--- config.mk ---
export PLATFORM = sky130hd
export DESIGN_NAME = mdu_ctrl_flat
export DESIGN_NICKNAME = d
export VERILOG_FILES = /design/src/rtl/mdu_ctrl_if.sv /design/src/rtl/mdu_ctrl.sv /design/src/flat_wrapper.sv
export SDC_FILE = /design/constraint.sdc
export NUM_CORES = 2
export LEC_CHECK = 0
export CELL_PAD_IN_SITES_DETAIL_PLACEMENT = 0
export CELL_PAD_IN_SITES_GLOBAL_PLACEMENT = 2
export CORE_UTILIZATION = 41
export DETAILED_ROUTE_END_ITERATION = 8
export GPL_ROUTABILITY_DRIVEN = 0
export PLACE_DENSITY = 0.91
export SLEW_MARGIN = 15
export SYNTH_ARGS = -nofsm -noshare
export SYNTH_HDL_FRONTEND = slang
export SYNTH_SLANG_ARGS = --single-unit
--- constraint.sdc ---
create_clock -name clk -period 10.4 [get_ports clk]
set_clock_uncertainty 0.05 [all_clocks]
set_input_delay 1.56 -clock clk [delete_from_list [all_inputs] [get_ports clk]]
set_output_delay 1.56 -clock clk [all_outputs]
set_load 0.03 [all_outputs]
--- src/rtl/mdu_ctrl_if.sv ---
// Opcode encodings and the E-stage <-> multiply/divide unit signal bundle.
package mdu_ctrl_pkg;
  localparam logic [7:0] ALUOP_MULT  = 8'h18;
  localparam logic [7:0] ALUOP_MULTU = 8'h19;
  localparam logic [7:0] ALUOP_DIV   = 8'h1A;
  localparam logic [7:0] ALUOP_DIVU  = 8'h1B;
  localparam logic [7:0] ALUOP_MTHI  = 8'h11;
  localparam logic [7:0] ALUOP_MTLO  = 8'h13;
endpackage

interface mdu_ctrl_if;
  logic        en_i;
  logic [7:0]  aluop_i;
  logic [31:0] src_a;
  logic [31:0] src_b;
  logic        stall_i;
  logic        flush_i;
  logic        stall_o;
  logic [31:0] hi_o;
  logic [31:0] lo_o;
  logic        busy_o;

  // E-stage side
  modport master (
    output en_i, aluop_i, src_a, src_b, stall_i, flush_i,
    input  stall_o, hi_o, lo_o, busy_o
  );

  // multiply/divide unit side
  modport slave (
    input  en_i, aluop_i, src_a, src_b, stall_i, flush_i,
    output stall_o, hi_o, lo_o, busy_o
  );
endinterface

--- src/rtl/mdu_ctrl.sv ---
// Multiply/divide sequencer for the E-stage; owns the HI/LO registers.
//
// state | meaning
// IDLE  | accepts MULT/MULTU/DIV/DIVU issue and MTHI/MTLO writes
// BUSY  | operation in flight, cnt counts down to the HI/LO write at cnt==1
// DONE  | result written, waiting for the instruction to leave E
module mdu_ctrl
  import mdu_ctrl_pkg::*;
#(
  parameter int MUL_LAT = 2
) (
  input logic       clk,
  input logic       rst,
  mdu_ctrl_if.slave bus
);

  typedef enum logic [1:0] {IDLE, BUSY, DONE} state_t;

  localparam logic [5:0] MUL_CNT = 6'(MUL_LAT);
  localparam logic [5:0] DIV_CNT = 6'd33;

  state_t      state;
  logic [5:0]  cnt;
  logic        op_div;
  logic        op_sgn;
  logic [31:0] opa;
  logic [31:0] opb;
  logic [31:0] rem;
  logic [31:0] quo;
  logic [31:0] dvs;
  logic [31:0] hi;
  logic [31:0] lo;

  logic        is_mul_op;
  logic        is_div_op;
  logic        is_sgn_op;
  logic        is_md;
  logic        is_mt;
  logic [31:0] abs_a;
  logic [31:0] abs_b;

  assign is_mul_op = (bus.aluop_i == ALUOP_MULT) || (bus.aluop_i == ALUOP_MULTU);
  assign is_div_op = (bus.aluop_i == ALUOP_DIV)  || (bus.aluop_i == ALUOP_DIVU);
  assign is_sgn_op = (bus.aluop_i == ALUOP_MULT) || (bus.aluop_i == ALUOP_DIV);
  assign is_md     = bus.en_i && (is_mul_op || is_div_op);
  assign is_mt     = bus.en_i && ((bus.aluop_i == ALUOP_MTHI) || (bus.aluop_i == ALUOP_MTLO));

  // Divider works on magnitudes; signs are restored in the final cycle.
  assign abs_a = (is_sgn_op && bus.src_a[31]) ? -bus.src_a : bus.src_a;
  assign abs_b = (is_sgn_op && bus.src_b[31]) ? -bus.src_b : bus.src_b;

  // Multiply: sign/zero-extend to 64 bits so one unsigned multiplier serves both forms.
  logic [63:0] mul_a;
  logic [63:0] mul_b;
  logic [63:0] prod_comb;
  logic [63:0] prod_fin;

  assign mul_a     = {{32{op_sgn & opa[31]}}, opa};
  assign mul_b     = {{32{op_sgn & opb[31]}}, opb};
  assign prod_comb = mul_a * mul_b;

  // Register stages after the multiplier so synthesis can retime the product.
  if (MUL_LAT == 1) begin : g_nopipe
    assign prod_fin = prod_comb;
  end else begin : g_pipe
    logic [63:0] pipe [MUL_LAT-1];
    // Product delay line, one stage per extra busy cycle.
    always_ff @(posedge clk) begin
      pipe[0] <= prod_comb;
      for (int i = 1; i < MUL_LAT - 1; i++) pipe[i] <= pipe[i-1];
    end
    assign prod_fin = pipe[MUL_LAT-2];
  end

  // Restoring divide step: shift in next dividend bit, subtract if it fits.
  logic [32:0] shifted;
  logic        take;
  logic [31:0] q_fix;
  logic [31:0] r_fix;

  assign shifted = {rem, quo[31]};
  assign take    = shifted >= {1'b0, dvs};
  assign q_fix   = (op_sgn && (opa[31] ^ opb[31])) ? -quo : quo;
  assign r_fix   = (op_sgn && opa[31]) ? -rem : rem;

  // Sequencer, operand capture, divider datapath and HI/LO ownership.
  always_ff @(posedge clk) begin
    if (rst) begin
      state  <= IDLE;
      cnt    <= '0;
      hi     <= '0;
      lo     <= '0;
      op_div <= 1'b0;
      op_sgn <= 1'b0;
      opa    <= '0;
      opb    <= '0;
      rem    <= '0;
      quo    <= '0;
      dvs    <= '0;
    end else if (bus.flush_i) begin
      state <= IDLE;
      cnt   <= '0;
    end else begin
      case (state)
        IDLE: begin
          if (is_md) begin
            state  <= BUSY;
            cnt    <= is_div_op ? DIV_CNT : MUL_CNT;
            op_div <= is_div_op;
            op_sgn <= is_sgn_op;
            opa    <= bus.src_a;
            opb    <= bus.src_b;
            rem    <= '0;
            quo    <= abs_a;
            dvs    <= abs_b;
          end else if (is_mt && !bus.stall_i) begin
            if (bus.aluop_i == ALUOP_MTHI) hi <= bus.src_a;
            else                           lo <= bus.src_a;
          end
        end
        BUSY: begin
          cnt <= cnt - 6'd1;
          if (cnt == 6'd1) begin
            state <= DONE;
            if (!op_div) begin
              hi <= prod_fin[63:32];
              lo <= prod_fin[31:0];
            end else if (opb == 32'd0) begin
              hi <= opa;
              lo <= 32'hFFFF_FFFF;
            end else begin
              hi <= r_fix;
              lo <= q_fix;
            end
          end else if (op_div) begin
            quo <= {quo[30:0], take};
            rem <= take ? 32'(shifted - {1'b0, dvs}) : shifted[31:0];
          end
        end
        DONE: begin
          if (!bus.stall_i) state <= IDLE;
        end
        default: state <= IDLE;
      endcase
    end
  end

  assign bus.stall_o = ((state == IDLE) && is_md && !bus.flush_i) || (state == BUSY);
  assign bus.busy_o  = (state != IDLE);
  assign bus.hi_o    = hi;
  assign bus.lo_o    = lo;

endmodule

--- src/flat_wrapper.sv ---
// flat-port wrapper written by rule: the top's interface ports become plain ports
module mdu_ctrl_flat import mdu_ctrl_pkg::*;
#(
  parameter int MUL_LAT = 2
)
  (clk, rst, bus_en_i, bus_aluop_i, bus_src_a, bus_src_b, bus_stall_i, bus_flush_i, bus_stall_o, bus_hi_o, bus_lo_o, bus_busy_o);
  mdu_ctrl_if bus_i ();
  input logic clk;
  input logic rst;
  input wire logic [$bits(bus_i.en_i)-1:0] bus_en_i;
  input wire logic [$bits(bus_i.aluop_i)-1:0] bus_aluop_i;
  input wire logic [$bits(bus_i.src_a)-1:0] bus_src_a;
  input wire logic [$bits(bus_i.src_b)-1:0] bus_src_b;
  input wire logic [$bits(bus_i.stall_i)-1:0] bus_stall_i;
  input wire logic [$bits(bus_i.flush_i)-1:0] bus_flush_i;
  output wire logic [$bits(bus_i.stall_o)-1:0] bus_stall_o;
  output wire logic [$bits(bus_i.hi_o)-1:0] bus_hi_o;
  output wire logic [$bits(bus_i.lo_o)-1:0] bus_lo_o;
  output wire logic [$bits(bus_i.busy_o)-1:0] bus_busy_o;
  assign bus_i.en_i = bus_en_i;
  assign bus_i.aluop_i = bus_aluop_i;
  assign bus_i.src_a = bus_src_a;
  assign bus_i.src_b = bus_src_b;
  assign bus_i.stall_i = bus_stall_i;
  assign bus_i.flush_i = bus_flush_i;
  assign bus_stall_o = bus_i.stall_o;
  assign bus_hi_o = bus_i.hi_o;
  assign bus_lo_o = bus_i.lo_o;
  assign bus_busy_o = bus_i.busy_o;
  mdu_ctrl #(.MUL_LAT(MUL_LAT)) u_core (.clk(clk), .rst(rst), .bus(bus_i));
endmodule
==> run_results.csv <==
group,metric,value,unit
power_and_ir_drop,powerDensity,47.59,nW/µm²
finish,most-common-layout-cells,"inv_1 (1160), fa_1 (1126), nand2_1 (1009)",
cts,hold_buffers,0,
timing,fin_crit,9.094,ns
yosys,ys_dominant_reg_cell,"dfxtp_1",
cts,post-cts-setup-buffers,0,
floorplan,dieArea,131200,µm²
worst_setup_path,rrSetupSlack,1.31,ns
floorplan,fp-row-count,131,
place,post-place-ws,1.345,ns
yosys,ys_seq_area_share,11.18,%
yosys,synth_top_area_share,42.39,%
timing,fin_hold_ws,0.4011,ns
detailed_routing,via_per_inst,5.337,
cts,cts.repair.resized,0,
power_and_ir_drop,leakage,26.14,nW
cts,cts_max_level,2,
yosys,syn_area_per_cell,8.695,µm²
global_route,grtUsageTotal,26.00,%
yosys,syn-num-nets,7570,
cts,clkLatencyLatePin,0.56,ns
power_and_ir_drop,power,2.733,mW
timing,clock.fmax,110.0,MHz
cts,cts_tree,"built",
floorplan,start_util,41.49,%
timing,hold_violations,0,
worst_setup_path,worstSetupEndpointType,"flip-flop",
floorplan,die_h,362.2,µm
floorplan,ioPinCount,143,
yosys,yosysTopAreaCell,"fa_1",
detailed_routing,postRouteAntennaNets,0,
finish,drive_gt1_share,3.598,%
detailed_routing,wl_per_cell,21.54,µm
cts,clkTransAtPathRegs,0.06,ns
finish,fin_nets,7460,
worst_setup_path,arrival,9.49,ns
detailed_routing,via_count,41412,
finish,layout_commonest_cell,"inv_1",
yosys,ys_types,85,
job,maxCapViolations,0,
yosys,synth_area_leaders,"fa_1 (42%), dfxtp_1 (11%), inv_1 (8.2%)",
worst_setup_path,crit_required,10.79,ns
place,dp_hpwl,132900,µm
yosys,synth_cells,6116,
cts,root_buffer,"clkbuf_16",
global_route,grt_pass1_wl,262100,µm
worst_setup_path,criticalPathCategory,"flip-flop to flip-flop",
yosys,synth-async-reset-ratio,0,%
detailed_routing,drcViolationCount,0,
timing,setup_viol,0,
yosys,ys_warn_count,0,
floorplan,die_w,362.2,µm
timing,maxSlewViolCount,0,
detailed_routing,drt_iter0_markers,3101,
worst_setup_path,worstSetupStartpointType,"flip-flop",
cts,cts_max_path_buffers,3,
global_route,antenna_found_initial,6,
finish,area_delta_synth_final,7.992,%
timing,period_share,87.45,%
outcome,status,"completed",
timing,finalSetupTns,0,ns
timing,worst_pin_slew,1.262,ns
timing,worst_slack,1.306,ns
floorplan,core_area,128200,µm²
power_and_ir_drop,ir_drop,0.00008494,V
global_route,grt_max_degree,87,
global_route,grt_pass1_vias,43427,
cts,cts_buffers,36,
place,dp_cells,7697,
detailed_routing,first_pass_iters,6,
cts,numClockSinks,297,
yosys,synthesis.area,53180,µm²
detailed_routing,totalWireLength,167200,µm
timing,max_slew_margin,15.89,%
yosys,synth_edf_count,0,
timing,rsz0062_at_grt,"false",
finish,diodes,0,
global_route,overflow,0,
place,port-buffer-count,142,
min_path,hp-class,"flip-flop to flip-flop",
finish,layout.cells.non_filler,7760,
worst_setup_path,cp_max_fo,19,
yosys,synth_seq_cells,297,
==> worst max-delay path, cell delays in order (launching register included) <==
cell       delay (ns)
dfxtp_1          1.01
nand2_1          0.21
inv_1            0.19
fa_1             0.46
fa_1             0.50
fa_1             0.62
inv_1            0.28
fa_1             1.04
inv_1            0.30
fa_1             0.53
fa_1             0.56
inv_1            0.06
fa_1             0.46
fa_1             0.49
inv_1            0.04
ha_1             0.40
nand3_1          0.18
nor4b_1          0.62
a2111oi_4        0.17
nor3_4           0.33
a31oi_1          0.13
a311o_1          0.34
==> per-stage QoR <==
stage	instance area [µm²]	utilization [%]
after floorplan	53180	-
after global placement	56100	43.77
after detailed placement	56100	43.77
after CTS	57420	44.80
after global routing	57430	44.81
final	57430	44.81
==> kinds of logic after synthesis <==
family / synth area share [%]
simple gates: 16.40
buf+inv: 10.97
fa+ha+maj: 48.29
compound gates: 8.781
flops: 11.18
xor+xnor: 3.146
mux: 1.231
==> flip-flops by register name, summed over array words and instances (netlist names) <==
register            flops
u_core.bus.hi_o        32
u_core.bus.lo_o        32
u_core.cnt              6
u_core.dvs             32
u_core.g_pipe.pipe     64
u_core.op_div           1
u_core.op_sgn           1
u_core.opa             32
u_core.opb             31
u_core.quo             32
u_core.rem             32
u_core.state            2
==> power breakdown <==
group | switching (mW) | internal [mW] | total (mW)
clock network | 0.544 | 0.883 | 1.43
logic | 0.105 | 0.0577 | 0.163
registers | 0.00441 | 1.14 | 1.14
==> worst paths after layout <==
kind / startpoint / to / cells past startpoint
worst max-delay path: u_core.opb[3]$_SDFFE_PP0P_ / u_core.g_pipe.pipe[0][63]$_DFF_P_ / 21
worst min register to register: u_core.bus.hi_o[9]$_SDFFE_PP0P_ / u_core.bus.hi_o[9]$_SDFFE_PP0P_ / 2
worst max register to register: u_core.opb[3]$_SDFFE_PP0P_ / u_core.g_pipe.pipe[0][63]$_DFF_P_ / 21
worst min-delay path: u_core.bus.hi_o[9]$_SDFFE_PP0P_ / u_core.bus.hi_o[9]$_SDFFE_PP0P_ / 2
==> area by class of cell <==
cell class	instances	area, µm²
clock buffers	47	1045
clock inverters	16	275.3
fillers	12672	70750
inverters	1160	4354
multi-input cells	4268	41460
flip-flops and latches	297	5953
well taps	1729	2163
repair buffers	243	2181
==> layer usage <==
| layer | track usage [%] | routed length (µm) | up-vias |
|---|---|---|---|
| met5 | 0 | 0 | - |
| met4 | 8.175 | 6155 | 0 |
| met3 | 2.705 | 10590 | 301 |
| met2 | 42.98 | 78660 | 1516 |
| met1 | 35.77 | 71760 | 21219 |
| li1 | - | - | 18376 |
==> cell usage after synthesis (5+ instances only) <==
library cell and number:
o41ai_1 9, a21o_1 60, nand2_1 1009, nor2_1 277, and2_1 363, a32oi_1 8, nand3_1 33, or3_1 15
ha_1 251, inv_1 1160, a21oi_1 242, xor2_1 67, nor3b_1 5, o221ai_1 17, o21bai_1 16, nand2b_1 17
buf_1 10, nor2b_1 10, fa_1 1126, a311oi_1 41, and3_1 28, or2_2 14, clkbuf_1 376, a31oi_1 22
o21ai_0 157, o211ai_1 18, a211oi_1 63, o21a_1 8, xnor2_1 124, dfxtp_1 297, nor4_1 23, nand4_1 17
mux2i_1 62, or4_1 7, o31ai_1 16, nor3_1 65
(Power assumes the default switching activity.)
